[src/rtl/die_roll_decoder.sv]
// Die selector latch and roll generator: free-running modulo-N counter sampled after a timed roll,
// or a 16-bit Galois LFSR with rejection sampling when DIE_LFSR_EN is defined.
`timescale 1ns/1ps
module die_roll_decoder #(
    parameter int unsigned ROLL_CYCLES = 16,
    parameter int unsigned SYNC_STAGES = 2,
    parameter logic [15:0] LFSR_SEED   = 16'hACE1
) (
    input  logic       clk,
    input  logic       rst_n,
    input  logic [3:0] dieSelect,
    input  logic       rollReq,
    output logic [4:0] dieSides,
    output logic       testMode,
    output logic       selError,
    output logic       busy,
    output logic [4:0] rollValue,
    output logic       rollValid
);
    typedef enum logic [1:0] {IDLE, ROLLING, DONE, HOLD} state_t;

    localparam int unsigned     TW         = (ROLL_CYCLES > 1) ? $clog2(ROLL_CYCLES) : 1;
    localparam logic [TW-1:0]   TIMER_LOAD = TW'(ROLL_CYCLES - 1);

    if (ROLL_CYCLES < 1) begin : g_bad_roll
        $error("ROLL_CYCLES must be at least 1");
    end
    if (SYNC_STAGES < 2) begin : g_bad_sync
        $error("SYNC_STAGES must be at least 2");
    end
    if (LFSR_SEED == 16'h0000) begin : g_bad_seed
        $error("LFSR_SEED must be nonzero");
    end

    function automatic logic is_die_code(input logic [3:0] code);
        return code <= 4'd5;
    endfunction

    function automatic logic [4:0] sides_of(input logic [3:0] code);
        case (code)
            4'd0:    return 5'd4;
            4'd1:    return 5'd6;
            4'd2:    return 5'd8;
            4'd3:    return 5'd10;
            4'd4:    return 5'd12;
            4'd5:    return 5'd20;
            default: return 5'd4;
        endcase
    endfunction

    state_t            state_q;
    logic [TW-1:0]     timer_q;
    logic [4:0]        sides_q;
    logic              test_q;
    logic [4:0]        value_q;
    logic              valid_q;
    logic [4:0]        test_next_q;
    logic [4:0]        cnt_q, cnt_d;
    logic [SYNC_STAGES-1:0] sync_q;
    logic              prev_q;
    logic              req_sync;
    logic              roll_start;

    // Synchronizer and edge history reset high so a button held through reset must be released first.
    always_ff @(posedge clk or negedge rst_n) begin
        if (!rst_n) begin
            sync_q <= '1;
            prev_q <= 1'b1;
        end else begin
            sync_q <= {sync_q[SYNC_STAGES-2:0], rollReq};
            prev_q <= req_sync;
        end
    end

    assign req_sync   = sync_q[SYNC_STAGES-1];
    assign roll_start = req_sync & ~prev_q;

    // A shrink of dieSides leaves cnt possibly >= sides; the >= compare folds that into the wrap.
    assign cnt_d = (cnt_q >= sides_q - 5'd1) ? 5'd0 : cnt_q + 5'd1;

    always_ff @(posedge clk or negedge rst_n) begin
        if (!rst_n) cnt_q <= 5'd0;
        else        cnt_q <= cnt_d;
    end

`ifdef DIE_LFSR_EN
    logic [15:0] lfsr_q, lfsr_d;

    assign lfsr_d = {1'b0, lfsr_q[15:1]} ^ (lfsr_q[0] ? 16'hB400 : 16'h0000);

    always_ff @(posedge clk or negedge rst_n) begin
        if (!rst_n) lfsr_q <= LFSR_SEED;
        else        lfsr_q <= lfsr_d;
    end
`endif

    always_ff @(posedge clk or negedge rst_n) begin
        if (!rst_n) begin
            state_q     <= IDLE;
            timer_q     <= '0;
            sides_q     <= 5'd4;
            test_q      <= 1'b0;
            value_q     <= 5'd0;
            valid_q     <= 1'b0;
            test_next_q <= 5'd1;
        end else begin
            valid_q <= 1'b0;
            case (state_q)
                IDLE: begin
                    if (is_die_code(dieSelect)) begin
                        sides_q <= sides_of(dieSelect);
                        test_q  <= 1'b0;
                    end else if (dieSelect == 4'd7) begin
                        test_q  <= 1'b1;
                    end
                    if (roll_start) begin
                        state_q <= ROLLING;
                        timer_q <= TIMER_LOAD;
                    end
                end
                ROLLING: begin
                    if (timer_q == '0) state_q <= DONE;
                    else               timer_q <= timer_q - TW'(1);
                end
                DONE: begin
                    if (test_q) begin
                        value_q     <= test_next_q;
                        test_next_q <= (test_next_q == 5'd20) ? 5'd1 : test_next_q + 5'd1;
                        valid_q     <= 1'b1;
                        state_q     <= HOLD;
                    end else begin
`ifdef DIE_LFSR_EN
                        // Out-of-range candidates are rejected so every face stays equally likely.
                        if (lfsr_q[4:0] < sides_q) begin
                            value_q <= lfsr_q[4:0] + 5'd1;
                            valid_q <= 1'b1;
                            state_q <= HOLD;
                        end
`else
                        value_q <= cnt_q + 5'd1;
                        valid_q <= 1'b1;
                        state_q <= HOLD;
`endif
                    end
                end
                HOLD: begin
                    if (!req_sync) state_q <= IDLE;
                end
                default: state_q <= IDLE;
            endcase
        end
    end

    assign dieSides  = sides_q;
    assign testMode  = test_q;
    assign selError  = !(is_die_code(dieSelect) || dieSelect == 4'd7);
    assign busy      = (state_q != IDLE);
    assign rollValue = value_q;
    assign rollValid = valid_q;

endmodule
[config.mk]
export PLATFORM = sky130hd
export DESIGN_NAME = die_roll_decoder
export DESIGN_NICKNAME = d
export VERILOG_FILES = /design/src/rtl/die_roll_decoder.sv
export SDC_FILE = /design/constraint.sdc
export NUM_CORES = 1
export LEC_CHECK = 0
export CORE_MARGIN = 5
export CORE_UTILIZATION = 45
export CTS_CLUSTER_SIZE = 24
export DETAILED_ROUTE_END_ITERATION = 6
export GPL_TIMING_DRIVEN = 0
export HOLD_SLACK_MARGIN = 0.02
export PLACE_DENSITY_LB_ADDON = 0.25
export REMOVE_ABC_BUFFERS = 1
export SYNTH_ARGS = -nofsm -noshare
export SYNTH_HDL_FRONTEND = slang
export SYNTH_SLANG_ARGS = --single-unit
[constraint.sdc]
create_clock -name clk -period 2.2 [get_ports clk]
set_clock_uncertainty 0.15 [all_clocks]
set_input_delay 0.66 -clock clk [delete_from_list [all_inputs] [get_ports clk]]
set_output_delay 0.66 -clock clk [all_outputs]
set_load 0.005 [all_outputs]
==> impl_metrics.csv <==
group,metric,value,unit
critical_path,crit_fanout,5,
synthesis,netlist_instances,150,
timing,hold_viol,0,
synthesis,ys_seq_area_share,47.9,%
routing,viasPerCell,5.41,
die,io_pins,21,
synthesis,synth-edff-count,0,
outcome,status,"complete, no violations",
critical_path,r2r_cells,6,
global_routing,grt_max_degree,31,
critical_path,r2r_slack,60,ps
timing,fin_hold_ws,200,ps
synthesis,yosys.cell_types.count,45,
die,coreArea,3360,um2
die,rows,21,
placed_design,post-dp-hpwl,2230,um
cells_and_area,layout.cells.non_filler,229,
cells_and_area,drive_gt1_share,23.0,%
clock_tree,cts_tree,"yes",
routing,drc,0,
cells_and_area,nNetsFinal,202,
critical_path,crit_required,1390,ps
critical_path,slowest_stage,"dlygate4sd2_1",
cells_and_area,n_antenna_cell,0,
synthesis,yosysWarnings,0,
global_routing,grt-ovfl-total,0,
cells_and_area,final_util,58.4,%
synthesis,synth_common_cells,"dfrtp_1 (25), inv_1 (14), ha_1 (13)",
routing,drtIter0Drc,79,
synthesis,synthMostInstantiatedCell,"dfrtp_1",
clock_tree,postCtsHoldBufs,0,
synthesis,syn_area_per_cell,10.5,um2
timing,fmax,466,MHz
synthesis,syn_area,1580,um2
placed_design,globalplace.congestion,0.796,
clock_tree,cts.sinks,30,
global_routing,grt_pass1_wl,5460,um
pwr,ir_drop,0.000600,V
timing,worst_pin_slew,679,ps
die,die_width,69.3,um
pwr,p_sw,1.08,mW
cells_and_area,area_growth,24.2,%
cells_and_area,stdcell_area,1960,um2
critical_path,arrival,1330,ps
pwr,clkPwrFrac,12.4,%
synthesis,synth_ff_type,"dfrtp_1",
critical_path,crit_chain,"buf_2 > nor2b_4 > a21o_1 > dlygate4sd2_1",
critical_path,slowest_delay,250,ps
critical_path,reg2reg_to,"state_q[1]",
flow_run,max_cap_viol_count,0,
die,start_util,47.0,%
clock_tree,cts_root_buf,"clkbuf_4",
critical_path,cp-end-kind,"primary output",
placed_design,portBuffers,19,
synthesis,yosys_register_bits,30,
pwr,p_int,1.73,mW
global_routing,antenna_found_initial,0,
pwr,p_comb_share,52.2,%
clock_tree,clkTransAtPathRegs,100,ps
placed_design,place_area,1810,um2
cells_and_area,fill_cells,328,
synthesis,async_reset_ff_share,100,%
synthesis,yosysTopAreaCell,"dfrtp_1",
pwr,leakagePower,0.910,nW
die,die_h,69.3,um
timing,relSlewSlack,54.7,%
clock_tree,clock_latency,340,ps
routing,dr.pass1.iters,4,
clock_tree,cts_max_level,2,
routing,vias,1240,
pwr,p_seq_share,35.3,%
routing,wl_per_cell,14.3,um
die,dieArea,4800,um2
global_routing,grt_use_total,14.0,%
clock_tree,clockBufferDepth,2,
routing,ant_nets,0,
synthesis,synth_top_cell_area_share,39.6,%
critical_path,r2r-start,"timer_q[1]",
critical_path,critPathLaunchType,"input pin",
timing,slew_violations,0,
placed_design,dp.cells,210,
timing,finalSetupViolations,0,
pwr,power_density,1430,nW/um2
global_routing,grt_pass1_vias,1247,
critical_path,critPathKind,"input pin to primary output",
clock_tree,numCtsBuffers,5,
timing,min_period_over_period,97.5,%
timing,fin_crit,2140,ps
pwr,switching_share,38.4,%
worst_hold_path,hold_class,"input pin to asynchronous set/reset pin",
synthesis,synth_area_leaders,"dfrtp_1 (40%), ha_1 (10%), dfstp_2 (8.3%)",
routing,wl,3280,um
through the flow:
step / TNS, ps / power (mW) / setup WS (ps)
floorplan: 0 / 1.81 / 180
global placement: -5400 / 2.20 / -627
detailed placement: -6630 / 2.28 / -655
CTS: 0 / 2.72 / 8.92
global route: -57.4 / 3.06 / -51.0
finish: 0 / 2.81 / 55.4
critical path, delay by kind of cell:
family / cells / cell delay [ps]
compound gates: 1 / 160
buf+inv: 2 / 380
simple gates: 1 / 130
cell type report:
class	instances	area, um2	area share [%]
multi-input combinational	101	783	39.9
sequential	30	758	38.6
timing repair buffer	30	251	12.8
tap	46	57.6	2.93
clock buffer	7	55.1	2.80
inverter	14	52.6	2.68
clock inverter	1	5.00	0.255
how the worst max path moves through the flow:
stage | from | endpoint | slack, ps | cells after the start
finish | dieSelect[2] | selError | 60 | 4
global route | timer_q[1] | state_q[1] | -50 | 6
CTS | dieSides[2] | dieSides[2] | 9 | 1
detailed placement | dieSelect[2] | selError | -650 | 4
global placement | dieSelect[2] | selError | -630 | 4
floorplan | timer_q[0] | state_q[1] | 180 | 5
power by group through the flow:
stage / clock [mW] / sequential (mW) / combinational, mW
final: 0.349 / 0.992 / 1.47
after global routing: 0.391 / 1.02 / 1.64
after CTS: 0.362 / 0.987 / 1.37
after detailed placement: 0 / 1.03 / 1.25
after global placement: 0 / 1.01 / 1.19
after floorplan: 0 / 0.979 / 0.828
cells by family after synthesis:
group	count (synthesis)	synth area share (%)
fa+ha+maj	13	10.3
buf+inv	19	4.75
xor+xnor	5	2.77
mux	7	4.67
compound gates	36	16.2
simple gates	39	13.1
flops	30	47.9
other cells	1	0.237
cells in the final DEF, fill, tap and decap left out, types with 3 or more instances in the layout:
| cell type | instances |
|---|---|
| nor2_1 | 7 |
| inv_1 | 10 |
| nand3_1 | 5 |
| nand2_1 | 7 |
| nor3_1 | 5 |
| dfrtp_1 | 24 |
| a21oi_1 | 9 |
| dlygate4sd2_1 | 3 |
| clkdlybuf4s50_1 | 11 |
| a22o_1 | 4 |
| inv_2 | 4 |
| mux2i_1 | 4 |
| ha_1 | 11 |
| o21ai_0 | 5 |
| clkbuf_4 | 5 |
| buf_4 | 11 |
| xnor2_1 | 3 |
| dfstp_2 | 5 |
state kept, by name, summed over array words and instances, names as in the netlist:
name,count
cnt_q,5
rollValue,5
test_next_q,5
dieSides,4
timer_q,4
state_q,2
sync_q,2
prev_q,1
rollValid,1
testMode,1
metal layers:
| layer | track usage, % | vias up | part of all wire (%) |
|---|---|---|---|
| met2 | 23.3 | 30 | 50 |
| met1 | 16.1 | 607 | 42 |
| met5 | 0 | - | 0 |
| met4 | 5.86 | 0 | 1.6 |
| met3 | 4.93 | 6 | 6.6 |
| li1 | - | 597 | - |
what timing repair did:
item                                    CTS  global route
buffers inserted                          4             7
resized for setup                        16            10
pin swaps                                 0             3
endpoints found under the setup margin    4             4
Note: power is estimated with default switching activity, not from simulation.
